**config.mk**
```make
export PLATFORM = sky130hd
export DESIGN_NAME = lspcu_pipe_flat
export DESIGN_NICKNAME = d
export VERILOG_FILES = /design/src/rtl/lspcu_pipe_if.sv /design/src/rtl/lspcu_pipe.sv /design/src/flat_wrapper.sv
export SDC_FILE = /design/constraint.sdc
export NUM_CORES = 1
export LEC_CHECK = 0
export CORE_MARGIN = 2
export CORE_UTILIZATION = 48
export DETAILED_ROUTE_END_ITERATION = 10
export PLACE_DENSITY = 0.85
export SLEW_MARGIN = 20
export SYNTH_ARGS = -nofsm -noshare
export SYNTH_HDL_FRONTEND = slang
export SYNTH_SLANG_ARGS = --single-unit
```
**constraint.sdc**
```tcl
create_clock -name clk -period 5.9 [get_ports clk]
set_input_delay 0.885 -clock clk [delete_from_list [all_inputs] [get_ports clk]]
set_output_delay 0.885 -clock clk [all_outputs]
set_load 0.01 [all_outputs]
```
**src/rtl/lspcu_pipe_if.sv**
```systemverilog
//------------------------------------------------------------------------------
// lspcu_lsu_if / lspcu_mem_if : LSU-side and bus-side bundles of lspcu_pipe
// Rev 1.0
//------------------------------------------------------------------------------
`default_nettype none

interface lspcu_lsu_if #(
  parameter int ADDR_WIDTH = 32,
  parameter int DATA_WIDTH = 32
);
  localparam int BW = DATA_WIDTH / 8;

  logic                  rd_req_valid;
  logic                  rd_req_ready;
  logic [ADDR_WIDTH-1:0] rd_req_addr;
  logic                  wr_req_valid;
  logic                  wr_req_ready;
  logic [ADDR_WIDTH-1:0] wr_req_addr;
  logic [BW-1:0]         wr_req_ben;
  logic [DATA_WIDTH-1:0] wr_req_data;
  logic                  rd_resp_valid;
  logic                  rd_resp_ready;
  logic [DATA_WIDTH-1:0] rd_resp_data;
  logic                  wr_resp_valid;
  logic                  wr_resp_ready;

  // master = LSU, slave = converter
  modport master (
    output rd_req_valid, rd_req_addr, wr_req_valid, wr_req_addr, wr_req_ben,
           wr_req_data, rd_resp_ready, wr_resp_ready,
    input  rd_req_ready, wr_req_ready, rd_resp_valid, rd_resp_data, wr_resp_valid
  );
  modport slave (
    input  rd_req_valid, rd_req_addr, wr_req_valid, wr_req_addr, wr_req_ben,
           wr_req_data, rd_resp_ready, wr_resp_ready,
    output rd_req_ready, wr_req_ready, rd_resp_valid, rd_resp_data, wr_resp_valid
  );
endinterface

interface lspcu_mem_if #(
  parameter int ADDR_WIDTH = 32,
  parameter int DATA_WIDTH = 32
);
  localparam int BW = DATA_WIDTH / 8;

  logic                  mem_req;
  logic                  mem_wr;
  logic [ADDR_WIDTH-1:0] mem_addr;
  logic [BW-1:0]         mem_ben;
  logic [DATA_WIDTH-1:0] mem_din;
  logic                  mem_addr_ok;
  logic                  mem_data_ok;
  logic [DATA_WIDTH-1:0] mem_dout;

  // master = converter, slave = memory / crossbar port
  modport master (
    output mem_req, mem_wr, mem_addr, mem_ben, mem_din,
    input  mem_addr_ok, mem_data_ok, mem_dout
  );
  modport slave (
    input  mem_req, mem_wr, mem_addr, mem_ben, mem_din,
    output mem_addr_ok, mem_data_ok, mem_dout
  );
endinterface

`default_nettype wire

```
**src/rtl/lspcu_pipe.sv**
```systemverilog
//------------------------------------------------------------------------------
// lspcu_pipe : pipelined LSU-to-SRAM-bus converter, up to MAX_OUTS in flight,
//              in-order responses. Rev 1.0
//------------------------------------------------------------------------------
`default_nettype none

module lspcu_pipe #(
  parameter int ADDR_WIDTH = 32,
  parameter int DATA_WIDTH = 32,
  parameter int MAX_OUTS   = 4,
  parameter int ARB_MODE   = 2
) (
  input  logic        clk,
  input  logic        rst,
  lspcu_lsu_if.slave  lsu,
  lspcu_mem_if.master mem,
  output logic        busy_o,
  output logic        err_o
);

  localparam int BW = DATA_WIDTH / 8;
  localparam int PW = $clog2(MAX_OUTS);
  localparam int CW = PW + 1;
  localparam logic [CW-1:0] MAX_CNT = CW'(MAX_OUTS);
  localparam logic [CW-1:0] CNT_ONE = CW'(1);
  localparam logic [PW:0]   PTR_ONE = (PW+1)'(1);

  logic [CW-1:0]         count_q, count_d;
  logic                  lock_q, lock_d;
  logic                  lock_wr_q, lock_wr_d;
  logic                  last_wr_q, last_wr_d;
  logic                  err_q, err_d;
  logic [PW:0]           tag_wp_q, tag_wp_d, tag_rp_q, tag_rp_d;
  logic [PW:0]           rsp_wp_q, rsp_wp_d, rsp_rp_q, rsp_rp_d;
  logic                  tag_mem_q  [MAX_OUTS];
  logic                  rsp_type_q [MAX_OUTS];
  logic [DATA_WIDTH-1:0] rsp_data_q [MAX_OUTS];

  logic grant_wr;
  logic mem_req;
  logic xfer;
  logic tag_empty;
  logic rsp_empty;
  logic ret_ok;
  logic head_wr;
  logic rsp_pop;

  assign mem_req   = (lsu.rd_req_valid | lsu.wr_req_valid) & (count_q < MAX_CNT);
  assign xfer      = mem_req & mem.mem_addr_ok;
  assign tag_empty = (tag_wp_q == tag_rp_q);
  assign rsp_empty = (rsp_wp_q == rsp_rp_q);
  assign ret_ok    = mem.mem_data_ok & ~tag_empty;
  assign head_wr   = rsp_type_q[rsp_rp_q[PW-1:0]];
  assign rsp_pop   = ~rsp_empty & (head_wr ? lsu.wr_resp_ready : lsu.rd_resp_ready);

  // A stalled request keeps its grant so the bus sees a stable payload.
  always_comb begin
    grant_wr = 1'b0;
    if (lock_q) begin
      grant_wr = lock_wr_q;
    end else if (lsu.rd_req_valid && lsu.wr_req_valid) begin
      if (ARB_MODE == 0) begin
        grant_wr = 1'b0;
      end else if (ARB_MODE == 1) begin
        grant_wr = 1'b1;
      end else begin
        grant_wr = ~last_wr_q;
      end
    end else begin
      grant_wr = lsu.wr_req_valid;
    end
  end

  always_comb begin
    lock_d    = lock_q;
    lock_wr_d = lock_wr_q;
    last_wr_d = last_wr_q;
    if (mem_req && !mem.mem_addr_ok) begin
      lock_d    = 1'b1;
      lock_wr_d = grant_wr;
    end else if (xfer) begin
      lock_d    = 1'b0;
      last_wr_d = grant_wr;
    end

    unique case ({xfer, rsp_pop})
      2'b10:   count_d = count_q + CNT_ONE;
      2'b01:   count_d = count_q - CNT_ONE;
      default: count_d = count_q;
    endcase

    tag_wp_d = xfer    ? tag_wp_q + PTR_ONE : tag_wp_q;
    tag_rp_d = ret_ok  ? tag_rp_q + PTR_ONE : tag_rp_q;
    rsp_wp_d = ret_ok  ? rsp_wp_q + PTR_ONE : rsp_wp_q;
    rsp_rp_d = rsp_pop ? rsp_rp_q + PTR_ONE : rsp_rp_q;

    // A return with nothing outstanding is dropped and flagged.
    err_d = err_q | (mem.mem_data_ok & tag_empty);
  end

  always_ff @(posedge clk) begin
    if (rst) begin
      count_q   <= '0;
      lock_q    <= 1'b0;
      lock_wr_q <= 1'b0;
      last_wr_q <= 1'b1;
      err_q     <= 1'b0;
      tag_wp_q  <= '0;
      tag_rp_q  <= '0;
      rsp_wp_q  <= '0;
      rsp_rp_q  <= '0;
    end else begin
      count_q   <= count_d;
      lock_q    <= lock_d;
      lock_wr_q <= lock_wr_d;
      last_wr_q <= last_wr_d;
      err_q     <= err_d;
      tag_wp_q  <= tag_wp_d;
      tag_rp_q  <= tag_rp_d;
      rsp_wp_q  <= rsp_wp_d;
      rsp_rp_q  <= rsp_rp_d;
    end
  end

  // Storage needs no reset: pointers alone define what is valid.
  always_ff @(posedge clk) begin
    if (xfer) begin
      tag_mem_q[tag_wp_q[PW-1:0]] <= grant_wr;
    end
    if (ret_ok) begin
      rsp_type_q[rsp_wp_q[PW-1:0]] <= tag_mem_q[tag_rp_q[PW-1:0]];
      rsp_data_q[rsp_wp_q[PW-1:0]] <= mem.mem_dout;
    end
  end

  assign mem.mem_req  = mem_req;
  assign mem.mem_wr   = mem_req & grant_wr;
  assign mem.mem_addr = !mem_req ? '0 : (grant_wr ? lsu.wr_req_addr : lsu.rd_req_addr);
  assign mem.mem_ben  = !mem_req ? '0 : (grant_wr ? lsu.wr_req_ben : {BW{1'b1}});
  assign mem.mem_din  = (mem_req & grant_wr) ? lsu.wr_req_data : '0;

  assign lsu.rd_req_ready  = xfer & ~grant_wr;
  assign lsu.wr_req_ready  = xfer & grant_wr;
  assign lsu.rd_resp_valid = ~rsp_empty & ~head_wr;
  assign lsu.wr_resp_valid = ~rsp_empty & head_wr;
  assign lsu.rd_resp_data  = rsp_data_q[rsp_rp_q[PW-1:0]];

  assign busy_o = (count_q != '0);
  assign err_o  = err_q;

endmodule

`default_nettype wire

```
**src/flat_wrapper.sv**
```systemverilog
// flat-port wrapper written by rule: the top's interface ports become plain ports
module lspcu_pipe_flat 
#(
  parameter int ADDR_WIDTH = 32,
  parameter int DATA_WIDTH = 32,
  parameter int MAX_OUTS   = 4,
  parameter int ARB_MODE   = 2
)
  (clk, rst, busy_o, err_o, lsu_rd_req_valid, lsu_rd_req_addr, lsu_wr_req_valid, lsu_wr_req_addr, lsu_wr_req_ben, lsu_wr_req_data, lsu_rd_resp_ready, lsu_wr_resp_ready, lsu_rd_req_ready, lsu_wr_req_ready, lsu_rd_resp_valid, lsu_rd_resp_data, lsu_wr_resp_valid, mem_mem_req, mem_mem_wr, mem_mem_addr, mem_mem_ben, mem_mem_din, mem_mem_addr_ok, mem_mem_data_ok, mem_mem_dout);
  lspcu_lsu_if #(.ADDR_WIDTH(ADDR_WIDTH), .DATA_WIDTH(DATA_WIDTH)) lsu_i ();
  lspcu_mem_if #(.ADDR_WIDTH(ADDR_WIDTH), .DATA_WIDTH(DATA_WIDTH)) mem_i ();
  input  logic clk;
  input  logic rst;
  output logic busy_o;
  output logic err_o;
  input wire logic [$bits(lsu_i.rd_req_valid)-1:0] lsu_rd_req_valid;
  input wire logic [$bits(lsu_i.rd_req_addr)-1:0] lsu_rd_req_addr;
  input wire logic [$bits(lsu_i.wr_req_valid)-1:0] lsu_wr_req_valid;
  input wire logic [$bits(lsu_i.wr_req_addr)-1:0] lsu_wr_req_addr;
  input wire logic [$bits(lsu_i.wr_req_ben)-1:0] lsu_wr_req_ben;
  input wire logic [$bits(lsu_i.wr_req_data)-1:0] lsu_wr_req_data;
  input wire logic [$bits(lsu_i.rd_resp_ready)-1:0] lsu_rd_resp_ready;
  input wire logic [$bits(lsu_i.wr_resp_ready)-1:0] lsu_wr_resp_ready;
  output wire logic [$bits(lsu_i.rd_req_ready)-1:0] lsu_rd_req_ready;
  output wire logic [$bits(lsu_i.wr_req_ready)-1:0] lsu_wr_req_ready;
  output wire logic [$bits(lsu_i.rd_resp_valid)-1:0] lsu_rd_resp_valid;
  output wire logic [$bits(lsu_i.rd_resp_data)-1:0] lsu_rd_resp_data;
  output wire logic [$bits(lsu_i.wr_resp_valid)-1:0] lsu_wr_resp_valid;
  output wire logic [$bits(mem_i.mem_req)-1:0] mem_mem_req;
  output wire logic [$bits(mem_i.mem_wr)-1:0] mem_mem_wr;
  output wire logic [$bits(mem_i.mem_addr)-1:0] mem_mem_addr;
  output wire logic [$bits(mem_i.mem_ben)-1:0] mem_mem_ben;
  output wire logic [$bits(mem_i.mem_din)-1:0] mem_mem_din;
  input wire logic [$bits(mem_i.mem_addr_ok)-1:0] mem_mem_addr_ok;
  input wire logic [$bits(mem_i.mem_data_ok)-1:0] mem_mem_data_ok;
  input wire logic [$bits(mem_i.mem_dout)-1:0] mem_mem_dout;
  assign lsu_i.rd_req_valid = lsu_rd_req_valid;
  assign lsu_i.rd_req_addr = lsu_rd_req_addr;
  assign lsu_i.wr_req_valid = lsu_wr_req_valid;
  assign lsu_i.wr_req_addr = lsu_wr_req_addr;
  assign lsu_i.wr_req_ben = lsu_wr_req_ben;
  assign lsu_i.wr_req_data = lsu_wr_req_data;
  assign lsu_i.rd_resp_ready = lsu_rd_resp_ready;
  assign lsu_i.wr_resp_ready = lsu_wr_resp_ready;
  assign lsu_rd_req_ready = lsu_i.rd_req_ready;
  assign lsu_wr_req_ready = lsu_i.wr_req_ready;
  assign lsu_rd_resp_valid = lsu_i.rd_resp_valid;
  assign lsu_rd_resp_data = lsu_i.rd_resp_data;
  assign lsu_wr_resp_valid = lsu_i.wr_resp_valid;
  assign mem_mem_req = mem_i.mem_req;
  assign mem_mem_wr = mem_i.mem_wr;
  assign mem_mem_addr = mem_i.mem_addr;
  assign mem_mem_ben = mem_i.mem_ben;
  assign mem_mem_din = mem_i.mem_din;
  assign mem_i.mem_addr_ok = mem_mem_addr_ok;
  assign mem_i.mem_data_ok = mem_mem_data_ok;
  assign mem_i.mem_dout = mem_mem_dout;
  lspcu_pipe #(.ADDR_WIDTH(ADDR_WIDTH), .DATA_WIDTH(DATA_WIDTH), .MAX_OUTS(MAX_OUTS), .ARB_MODE(ARB_MODE)) u_core (.clk(clk), .rst(rst), .lsu(lsu_i), .mem(mem_i), .busy_o(busy_o), .err_o(err_o));
endmodule
```
==> results of run 1 <==
==> per-stage QoR <==
step,setup WS [ns],util [%]
6_report,1.20,71.9
4_1_cts,1.22,71.9
2_1_floorplan,2.97,-
5_1_grt,1.02,71.9
3_3_place_gp,1.25,67.8
3_5_place_dp,1.21,67.8
==> cells in the final DEF (no fill, tap or decap), types with 3 or more instances in the layout <==
cell             instances
a21oi_1                 37
and2_2                   3
and3_1                  37
buf_4                    5
clkbuf_16               17
clkdlybuf4s50_1        247
clkinv_4                 3
clkinvlp_4               3
dfxtp_1                 22
edfxtp_1               136
ha_1                    11
inv_1                    9
inv_6                    4
mux2_1                   3
mux2i_1                  4
mux4_2                  34
nand2_1                 67
nor2_1                  29
nor2b_1                  4
xnor2_1                  3
xor2_1                  11
==> metal layers <==
layer	vias to the layer above	track usage (%)	share of wire [%]
met2	205	43.6	55
met5	-	0	0
met4	0	10.4	3.0
met3	31	7.20	7.4
li1	2200	-	-
met1	2311	26.3	35
==> flip-flops by register name, indices dropped and copies added (netlist names), named ones only <==
register / flops
u_core.count_q: 3
u_core.err_o: 1
u_core.last_wr_q: 1
u_core.lock_q: 1
u_core.lock_wr_q: 1
u_core.rsp_data_q: 128
u_core.rsp_rp_q: 3
u_core.rsp_type_q: 4
u_core.rsp_wp_q: 3
u_core.tag_mem_q: 4
u_core.tag_rp_q: 3
u_core.tag_wp_q: 3
==> critical path: stages <==
cell and delay, ns:
clkdlybuf4s50_1 0.50, a21bo_1 0.21, o21a_1 0.16, buf_4 0.24, inv_2 0.73, nand2_1 0.12
a21oi_1 0.34, clkdlybuf4s50_1 0.61
==> logic make-up after synthesis <==
kind of cell	synth area share, %
mux	12.4
compound gates	3.94
buf+inv	2.43
xor+xnor	1.80
fa+ha+maj	2.32
flops	66.9
simple gates	10.3
==> area by class of cell <==
class,count,area [µm²]
Clock inverter,15,138
Multi-Input combinational cell,263,2100
Fill cell,890,3900
Sequential cell,159,4550
Inverter,10,37.5
Tap cell,180,225
Clock buffer,17,425
Timing Repair Buffer,252,2510
==> path summary, 6_finish.rpt <==
kind	from	to	slack (ns)	depth (start not counted)
setup / recovery	lsu_wr_req_valid	mem_mem_addr[30]	1.20	8
hold reg to reg	u_core.err_o	u_core.err_o	0.47	2
hold / removal	u_core.err_o	u_core.err_o	0.47	2
setup reg to reg	register	u_core.count_q[2]	2.48	10
==> power groups by stage <==
stage | clock network, mW | registers, mW | logic, mW
2_1_floorplan | 0 | 1.43 | 0.581
3_3_place_gp | 0 | 1.43 | 1.15
3_5_place_dp | 0 | 1.45 | 1.18
4_1_cts | 1.04 | 1.43 | 1.19
5_1_grt | 1.09 | 1.44 | 1.27
6_report | 1.03 | 1.43 | 1.17
==> results.md, run 1 <==
STA:
- The number of hold violations in the final report came to 0.
- The fmax is 213 MHz.
- For the pin with the worst max-slew slack, the measured transition is 0.994 ns.
- The clock period minus worst slack is 4.70 ns.
- Between clock sinks in the finished design, the worst skew comes to 0.00739 ns.
- Setup repair after global routing left no endpoint under its margin.
- Setup violations remaining at the end of the flow were counted as 0.
- The total count of max-transition violations in the final report is 0.
- On the final layout, the worst hold slack is 0.468 ns.
- The final sum of negative setup slack is 0 ns.
- After layout, the worst path uses 79.6% of the clock period.
- The headroom to the max-slew limit is 33.7%.

Setup path:
- STA classifies the critical path endpoint as an output pin.
- The data required time of the critical path is 5.02 ns.
- The critical path class is in2out.
- Of all nets on the critical path, the largest fanout is 70.
- The worst setup path is launched from an input pin.
- The data arrival time of the worst path is 3.81 ns.

Synthesis:
- In the synthesized netlist the async set-or-reset flop fraction comes to 0%.
- By count the netlist is led by 136 x edfxtp_1, 67 x nand2_1, 37 x a21oi_1, 37 x and3_1, 34 x mux4_2.
- After synthesis, the cell types taking the most area are edfxtp_1 60%, mux4_2 11%, dfxtp_1 6.8%, nand2_1 3.7%, and3_1 3.4%.
- The fraction of post-synthesis cell area in the top cell type by area is 60.1%.
- The post-synthesis cell type with the largest combined area is edfxtp_1.
- The sequential area share after synthesis is 66.9%.
- Among all flip-flop cells after synthesis, the most frequent one is edfxtp_1.
- After synthesis the netlist holds a flip-flop and latch count of 159.
- In this run the mean area of a mapped cell was 14.7 µm².
- Synthesis produced 462 cells.
- The Yosys step of the flow raised 0 warnings.
- In the post-synthesis netlist, the cell with the most instances is edfxtp_1.
- The unique cell type count in the Yosys netlist is 35.
- After synthesis the cells add up to 6800 µm².
- Yosys mapped a number of flops with a built-in enable equal to 136.
- Counting every net in the synthesized netlist gives 614.

Cells and area:
- The post-route cell area is 9980 µm².
- The area growth from synthesis to layout is 46.8%.
- After the flow finishes, the layout carries non-filler instances totaling 896.
- The number of antenna diodes in the final layout is 0.
- The post-route netlist has 10.9% of its cells at a drive strength greater than 1.
- The number of nets in the layout is 855.

Die:
- The die span in y is 123 µm.
- The die is 123 µm wide.
- The number of top-level pins is 248.
- The number of placement rows is 43.
- The region available for standard cell placement spans 13,900 µm².
- The overall die area is 15,100 µm².
- The effective utilization at floorplan is 49.0%.

CTS:
- Once the clock tree was built, the setup fixing pass inserted 0 buffers.
- The root buffer selected by CTS is clkbuf_16.
- The number of sinks driven by the clock tree is 159.
- The number of clock buffers added by TritonCTS is 17.
- TritonCTS built the clock tree.
- No sink is reached through more buffers than the 2 on the longest clock path.
- After clock tree synthesis, the flow added hold-fix buffers numbering 0.
- The source-to-sink clock delay at the later pin of the worst-skew pair is 0.42 ns.
- In this run, post-CTS repair resized a total of 0 instances.
- The H-tree was split into 4 levels.
- After clock tree synthesis, the clock-pin slew on the worst setup and hold paths is 0.06 ns.

Placement:
- The cell area after placement is 9410 µm².
- Port buffering added 247 buffers.
- The final RePlAce weighted congestion is 0.934.
- The post-DP HPWL is 12.9 mm.
- Including well taps, the total number of placed cells is 864.

Power and ir drop:
- VDD sags by at most 237 µV.
- Combinational logic burns 32.4% of the power.
- The switching power is 1.05 mW.
- In this run the static leakage power is 3.62 nW.
- Internal power comes to 2.57 mW.
- Sequential cells account for 39.4% of the total power.
- The proportion of power drawn by the clock network is 28.3%.
- The power density relative to cell area is 363 nW/µm².
- The total power draw is 3.63 mW.
- The switching share of power is 29.1%.

Run status:
- The flow ran to the end, and the final reports show no timing, DRC or antenna violations.

Global route:
- The first-pass GRT wire length is 26.4 mm.
- The number of antenna violations at the first check in global routing is 0.
- The residual overflow from global routing is 0.
- The total global-route track usage is 24.2%.
- Entering global routing, the biggest net connects 71 pins.
- The via count of the first global-routing pass is 4,827.

Route:
- The number of vias in the routed layout is 4,747.
- The count of nets left with antenna violations after detail routing is 0.
- The number of vias per cell after detailed routing is 5.30.
- The final layout contains routed wiring with a total length of 18.0 mm.
- The number of DRC markers in iteration 0 is 276.
- The DRC violation count after routing is 0.
- The pre-antenna-repair detailed-routing pass consisted of 5 iterations.
- The mean routed wirelength per cell is 20.1 µm.

Worst hold path:
- The kind of path behind the tightest hold check is reg2reg.

Run:
- Max-cap violations in this run came to 0.
Note: power is estimated with default switching activity, not from simulation.
==> run 2: changes to the inputs <==
--- a/config.mk
+++ b/config.mk
@@ -6,9 +6,9 @@
 export NUM_CORES = 1
 export LEC_CHECK = 0
 export CORE_MARGIN = 2
-export CORE_UTILIZATION = 48
+export CORE_UTILIZATION = 45
 export DETAILED_ROUTE_END_ITERATION = 10
-export PLACE_DENSITY = 0.85
+export PLACE_DENSITY = 0.81
 export SLEW_MARGIN = 20
 export SYNTH_ARGS = -nofsm -noshare
 export SYNTH_HDL_FRONTEND = slang
==> constraint.sdc (replaced) <==
create_clock -name clk -period 4.8 [get_ports clk]
set_input_delay 0.72 -clock clk [delete_from_list [all_inputs] [get_ports clk]]
set_output_delay 0.72 -clock clk [all_outputs]
set_load 0.01 [all_outputs]
==> run 2 against run 1 <==
  * Via count is 1.7% higher
  * Combinational power is 25% higher
  * Clock power is 27% higher
  * Clock-buffer cell count is 2 higher
  * First-iteration DRC count is 26% higher
  * Critical path depth stayed put
  * Sequential share of layout area is 0.22 points lower
  * Clock skew is 0.0043 ns higher
  * Routed wire length is 1.9% lower
  * Total power is 24% higher
  * Highest routed layer unchanged
==> results.md, run 2 (synthesized netlist as in run 1, its figures left out) <==
STA:
- The total count of max-transition violations in the final report is 0 (unchanged).
- The share of the cycle needed by the critical path after routing is 82.1%.
- The worst-case clock skew is 0.0117 ns (+0.00434 ns).
- The count of endpoints failing setup in the final report came to 0 (unchanged).
- The number of hold violations in the final report is 0 (unchanged).
- For this run, the top clock speed supported by timing is 254 MHz.
- The final sum of negative setup slack is 0 ns (unchanged).
- The slew at the pin with the worst max-slew slack is 0.925 ns (-0.0693 ns).
- The clock period minus worst slack is 3.94 ns.
- The headroom to the max-slew limit is 38.4% (+4.7 points).
- Setup repair after global routing left no endpoint under its margin.

Placement:
- The count of buffers inserted at the top-level ports is 247 (unchanged).
- The final RePlAce weighted congestion is 0.935 (+0.13%).
- The post-DP HPWL is 12.7 mm (-1.7%).
- The cell area after placement is 9440 µm² (+0.29%).

Run status:
- The run finished with clean final reports.

Power and ir drop:
- The worst voltage drop across the vdd grid is 253 µV (+6.8%).
- The reported leakage power is 3.64 nW (+0.53%).
- The switching power is 1.29 mW (+22%).
- The proportion of power drawn by the clock network came to 29.0% (+0.7 points).
- The switching share of power was 28.5% (-0.52 points).
- The relative contribution of sequential cells to total power is 38.7% (-0.7 points).
- The internal cell power is 3.22 mW (+25%).
- The total power draw was 4.51 mW (+24%).
- The combinational share of power is 32.3% (about the same).
- The power density relative to cell area is 450 nW/µm² (+24%).

Global route:
- The number of antenna violations at the first check in global routing is 0 (unchanged).
- The first-pass GRT wire length was 26.6 mm (+0.81%).
- The via count of the first global-routing pass is 5,144 (+6.6%).
- The residual overflow from global routing is 0 (unchanged).
- The total global-route track usage was 21.9% (-2.2 points).
- The largest net degree at the start of global routing is 39 (-45%).

Die:
- The die span in x is 127 µm (+3.2%).
- The die span in y is 127 µm (+3.2%).
- The effective utilization at floorplan is 46.4% (-2.6 points).
- The overall die area was 16,100 µm² (+6.4%).
- The number of top-level pins is 248 (unchanged).
- The number of placement rows is 44 (+2.3%).
- The area of the core came to 14,600 µm² (+5.5%).

CTS:
- The clock input transition at the sequential cells of the worst setup and hold paths is 0.06 ns (about the same).
- The number of H-tree branching levels was 4 (unchanged).
- The number of clock buffers inserted by TritonCTS is 17 (unchanged).
- TritonCTS built the clock tree.
- The total setup buffers inserted after CTS is 0 (unchanged).
- The number of hold buffers added after cts is 0 (unchanged).
- The source-to-sink clock delay at the later pin of the worst-skew pair is 0.42 ns (about the same).
- The count of instances resized after the clock tree is built is 0 (unchanged).
- The worst-case clock buffer depth was 2 (unchanged).
- The number of sinks driven by the clock tree is 159 (unchanged).
- Clock tree synthesis selected as its root buffer the cell clkbuf_16.

Cells and area:
- The number of diodes added for antenna fixing is 0 (unchanged).
- The number of flip-flops in the largest register is 128 (unchanged).
- The number of fill cells in the layout is 1,017 (+14%).
- The library cell used most frequently in the layout, excluding fill and tap cells, is clkdlybuf4s50_1.
- The fraction of layout cells with a size suffix above 1 is 11.3% (+0.37 points).
- The number of nets in the layout came to 858 (+0.35%).
- The top cell types in the final layout, fill and taps aside, are 247 x clkdlybuf4s50_1, 136 x edfxtp_1, 67 x nand2_1, 37 x a21oi_1, 37 x and3_1.
- The post-route cell area is 10,000 µm² (+0.49%).
- The growth of design area from synthesis to finish is 47.5%.

Route:
- The number of DRC markers in iteration 0 is 348 (+26%).
- The sum of routed wire length over all layers came to 17.7 mm (-1.9%).
- The sum of met3 wire segment lengths after detailed routing is 1.37 mm (+2.9%).
- The number of vias per cell after detailed routing is 5.34 (+0.88%).
- The DRC violation count after routing is 0 (unchanged).
- The count of TritonRoute iterations in the first routing pass is 4 (-1).
- The number of vias in the routed layout was 4,826 (+1.7%).
- The sum of routed wire segments on met1 is 6.40 mm (+1.6%).
- The count of nets left with antenna violations after detail routing was 0 (unchanged).
- The top metal layer carrying routed signals is met4.
- The length of routed met2 wiring is 9.26 mm (-5.9%).
- The mean routed wirelength per cell was 19.6 µm (-2.6%).

Setup path:
- The data required time of the critical path is 4.08 ns (-0.94 ns).
- The critical path goes through clkdlybuf4s50_1, a21bo_1, o21a_1, inv_2, buf_4, nand2_1, a21oi_1, clkdlybuf4s50_1.
- The slowest library cell on the worst path is clkdlybuf4s50_1.
- The largest driver fanout on the critical path is 35 (-50%).
- The data arrival time of the worst path is 3.22 ns (-0.59 ns).
- The worst setup path is captured at an output pin.
- The startpoint type of the worst setup path is an input pin.
- The delay contributed by the slowest stage of the critical path is 0.56 ns (-0.17 ns).
- The cell that appears most often on the critical path is clkdlybuf4s50_1.
- The critical path is of the in2out type.

Worst hold path:
- The path class of the tightest hold or removal check is reg2reg.

Run:
- The number of max-capacitance violations reported is 0 (unchanged).
[run 2: path summary, 6_finish.rpt]
check | startpoint | to | slack [ns] | cells past startpoint
worst max-delay path | lsu_wr_req_valid | mem_mem_addr[31] | 0.86 | 8
worst min-delay path | u_core.err_o | u_core.err_o | 0.48 | 2
worst max register to register | u_core.rsp_type_q[3] | u_core.count_q[2] | 2.01 | 9
worst min register to register | u_core.err_o | u_core.err_o | 0.48 | 2
[run 2: critical path: cells and delay by family]
kind / cells / cell delay [ns]
AND/OR/NAND/NOR: 1 / 0.09
AO/OA/AOI/OAI: 3 / 0.56
buffers and inverters: 4 / 1.84
[run 2: per-stage QoR]
step                hold WS (ns)  std cells  utilization, %  worst slack, ns
finish                     0.480        903            68.5            0.861
global route               0.528        903            68.5            0.737
CTS                        0.488        903            68.5            0.864
detailed placement         0.472        871            64.5            0.878
global placement           0.455        871            64.5            0.973
floorplan                  0.463        462               -             2.20
[run 2: power groups by stage]
stage	logic (mW)	registers [mW]	clock network [mW]
2_1_floorplan	0.714	1.76	0
3_3_place_gp	1.43	1.76	0
3_5_place_dp	1.47	1.78	0
4_1_cts	1.47	1.75	1.33
5_1_grt	1.56	1.76	1.39
6_report	1.46	1.75	1.31
[run 2: cell type report]
type | instances | area (µm²) | area share [%]
Clock buffer | 19 | 433 | 4.32
Clock inverter | 13 | 151 | 1.51
Inverter | 10 | 37.5 | 0.374
Multi-Input combinational cell | 263 | 2100 | 20.9
Sequential cell | 159 | 4550 | 45.3
Tap cell | 184 | 230 | 2.30
Timing Repair Buffer | 255 | 2530 | 25.3
[run 2: per-layer routing]
metal / GRT usage (%) / up-vias
met1: 23.4 / 2368
met4: 10.2 / 0
met2: 39.4 / 208
li1: - / 2214
met5: 0 / -
met3: 7.17 / 36
==> run 3: changes to the inputs <==
==> constraint.sdc (replaced) <==
create_clock -name clk -period 3.66 [get_ports clk]
set_input_delay 0.549 -clock clk [delete_from_list [all_inputs] [get_ports clk]]
set_output_delay 0.549 -clock clk [all_outputs]
set_load 0.01 [all_outputs]
==> run 3 against run 2 <==
  * Die area did not move
  * Combinational power rose by 32%
  * Sequential power up 31%
  * Critical path type unchanged
  * Critical endpoint is now mem_mem_addr[28]
  * Largest cell class unchanged
==> results.md, run 3 (synthesized netlist as in run 1, its figures left out) <==
CTS:
- The source-to-sink clock delay at the later pin of the worst-skew pair came to 0.42 ns (about the same).
- The number of H-tree branching levels is 4 (unchanged).
- The number of sinks driven by the clock tree is 159 (unchanged).
- The clock input transition at the sequential cells of the worst setup and hold paths is 0.06 ns (about the same).
- TritonCTS built the clock tree.
- The root buffer selected by CTS is clkbuf_16.
- The worst-case clock buffer depth is 2 (unchanged).
- The number of clock buffers inserted by TritonCTS was 17 (unchanged).
- The total setup buffers inserted after CTS is 0 (unchanged).
- The number of hold buffers added after cts is 0 (unchanged).
- The count of instances resized after the clock tree is built is 0 (unchanged).

Setup path:
- Traced cell by cell, the critical path runs through clkdlybuf4s50_1, a21bo_1, o21a_1, inv_2, buf_12, nand2_1, a21oi_1, clkdlybuf4s50_1.
- By startpoint and endpoint, the worst setup path is classified as in2out.
- The buffer and inverter count on the worst path was 4 (unchanged).
- The startpoint type of the worst setup path is an input pin.
- The delay contributed by the slowest stage of the critical path is 0.61 ns (+0.05 ns).
- Grouping stages by cell kind, the critical path spends the most delay in buffers and inverters.
- The data required time of the critical path is 3.11 ns (-0.97 ns).
- The slowest library cell on the worst path is clkdlybuf4s50_1.
- Counting stages on the worst path, the most repeated cell is clkdlybuf4s50_1.
- The data arrival time of the worst path is 2.88 ns (-0.34 ns).
- The largest driver fanout on the critical path came to 33 (-5.7%).
- The type of element capturing the critical path is an output pin.

Route:
- The number of vias per cell after detailed routing is 5.25 (-1.7%).
- The count of nets left with antenna violations after detail routing is 0 (unchanged).
- The sum of routed wire length over all layers is 17.6 mm (-0.63%).
- The number of vias in the routed layout is 4,759 (-1.4%).
- The DRC violation count after routing is 0 (unchanged).
- The mean routed wirelength per cell was 19.4 µm (-0.96%).
- The count of TritonRoute iterations in the first routing pass is 4 (unchanged).
- The number of DRC markers in iteration 0 is 224 (-36%).

STA:
- The number of hold violations in the final report was 0 (unchanged).
- The worst-case clock skew is 0.00793 ns (-0.00379 ns).
- The count of endpoints failing setup in the final report was 0 (unchanged).
- For this run, the top clock speed supported by timing is 292 MHz.
- The total count of max-transition violations in the final report came to 0 (unchanged).
- Setup repair after global routing left no endpoint under its margin.
- The clock period minus worst slack is 3.43 ns.
- The final sum of negative setup slack is 0 ns (unchanged).
- The share of the cycle needed by the critical path after routing is 93.6%.
- The headroom to the max-slew limit was 48.2% (+9.9 points).
- The slew at the pin with the worst max-slew slack is 0.774 ns (-0.151 ns).
- The final worst setup slack is 0.235 ns (-0.627 ns).

Die:
- The die span in x is 127 µm (unchanged).
- The number of top-level pins is 248 (unchanged).
- The area of the core was 14,600 µm² (unchanged).
- The number of placement rows is 44 (unchanged).
- The die span in y came to 127 µm (unchanged).
- The effective utilization at floorplan is 46.4% (unchanged).
- The overall die area is 16,100 µm² (unchanged).

Cells and area:
- The number of nets in the layout is 862 (+0.47%).
- The top cell types in the final layout, fill and taps aside, are 247 x clkdlybuf4s50_1, 136 x edfxtp_1, 67 x nand2_1, 37 x a21oi_1, 37 x and3_1.
- The commonest non-fill, non-tap cell in the layout is clkdlybuf4s50_1.
- The number of cells in the finished layout apart from fillers is 906 (+0.33%).
- The fraction of layout cells with a size suffix above 1 is 11.4% (+0.092 points).
- The number of flip-flops in the largest register is 128 (unchanged).
- The number of diodes added for antenna fixing is 0 (unchanged).
- The number of fill cells in the layout is 1,031 (+1.4%).
- The post-route cell area is 10,100 µm² (+0.37%).
- The sequential cell area is 4550 µm² (unchanged).
- The area taken by multi-input logic gates is 2100 µm² (unchanged).
- The growth of design area from synthesis to finish is 48.0%.

Placement:
- The final RePlAce weighted congestion is 0.947 (+1.3%).
- The post-place setup slack is 0.266 ns (-0.612 ns).
- The count of buffers inserted at the top-level ports is 247 (unchanged).
- The cell area after placement is 9480 µm² (+0.45%).
- The total instance count after detailed placement is 875 (+0.46%).
- The post-DP HPWL was 12.6 mm (-0.84%).

Global route:
- The largest net degree at the start of global routing is 39 (unchanged).
- The residual overflow from global routing is 0 (unchanged).
- The via count of the first global-routing pass is 4,964 (-3.5%).
- The number of antenna violations at the first check in global routing is 0 (unchanged).
- The total global-route track usage is 21.7% (-0.22 points).
- The first-pass GRT wire length came to 26.3 mm (-1.3%).

Power and ir drop:
- The reported leakage power came to 3.66 nW (+0.61%).
- The power density relative to cell area is 588 nW/µm² (+31%).
- The total power draw came to 5.92 mW (+31%).
- The worst voltage drop across the vdd grid is 345 µV (+36%).

Run status:
- The flow ran to the end, and the final reports show no timing, DRC or antenna violations.

Run:
- The number of max-capacitance violations reported is 0 (unchanged).

Worst hold path:
- The kind of path behind the tightest hold check is reg2reg.
## run 3: changes by cell type in the layout (fill, tap and decap cells not counted)
cell,previous run,this run
bufinv_16,2,3
buf_4,8,11
clkbuf_1,2,3
clkinv_2,0,2
clkinv_1,0,1
inv_6,6,0
buf_12,0,1
## run 3: tightest hold or removal path: cells and delay by family, from the launching register on
kind | cells | cell delay [ns]
flip-flops | 1 | 0.32
AO/OA/AOI/OAI | 1 | 0.04
AND/OR/NAND/NOR | 1 | 0.07
## run 3: power by group
part	total (mW)	switching [mW]	leakage, nW	internal [mW]
Sequential	2.29	0.0836	1.42	2.21
Combinational	1.92	0.904	1.97	1.01
Clock	1.71	0.647	0.270	1.06
## run 3: final cells by class
type | instances | area share (%)
multi-input cells | 263 | 20.8
flip-flops and latches | 159 | 45.2
well taps | 184 | 2.29
inverters | 10 | 0.373
repair buffers | 259 | 25.6
clock buffers | 20 | 4.34
clock inverters | 11 | 1.42
## run 3: final timing paths
check | cells after the start | startpoint | to | slack, ns
max | 8 | lsu_wr_req_valid | mem_mem_addr[28] | 0.23
min | 2 | u_core.err_o | u_core.err_o | 0.47
max reg2reg | 9 | u_core.rsp_type_q[2] | u_core.count_q[2] | 0.86
min reg2reg | 2 | u_core.err_o | u_core.err_o | 0.47
## run 3: per-layer routing
| metal | vias up | part of all wire, % | GRT usage (%) |
|---|---|---|---|
| li1 | 2214 | - | - |
| met1 | 2296 | 36 | 23.5 |
| met2 | 209 | 52 | 38.6 |
| met3 | 40 | 8.6 | 6.83 |
| met4 | 0 | 3.6 | 10.5 |
| met5 | - | 0 | 0 |
## run 3: per-stage QoR
| step | hold WS, ns | utilization [%] |
|---|---|---|
| detailed placement | 0.457 | 64.8 |
| global placement | 0.456 | 64.8 |
| global route | 0.518 | 68.7 |
| finish | 0.469 | 68.7 |
| floorplan | 0.463 | - |
| CTS | 0.473 | 68.7 |
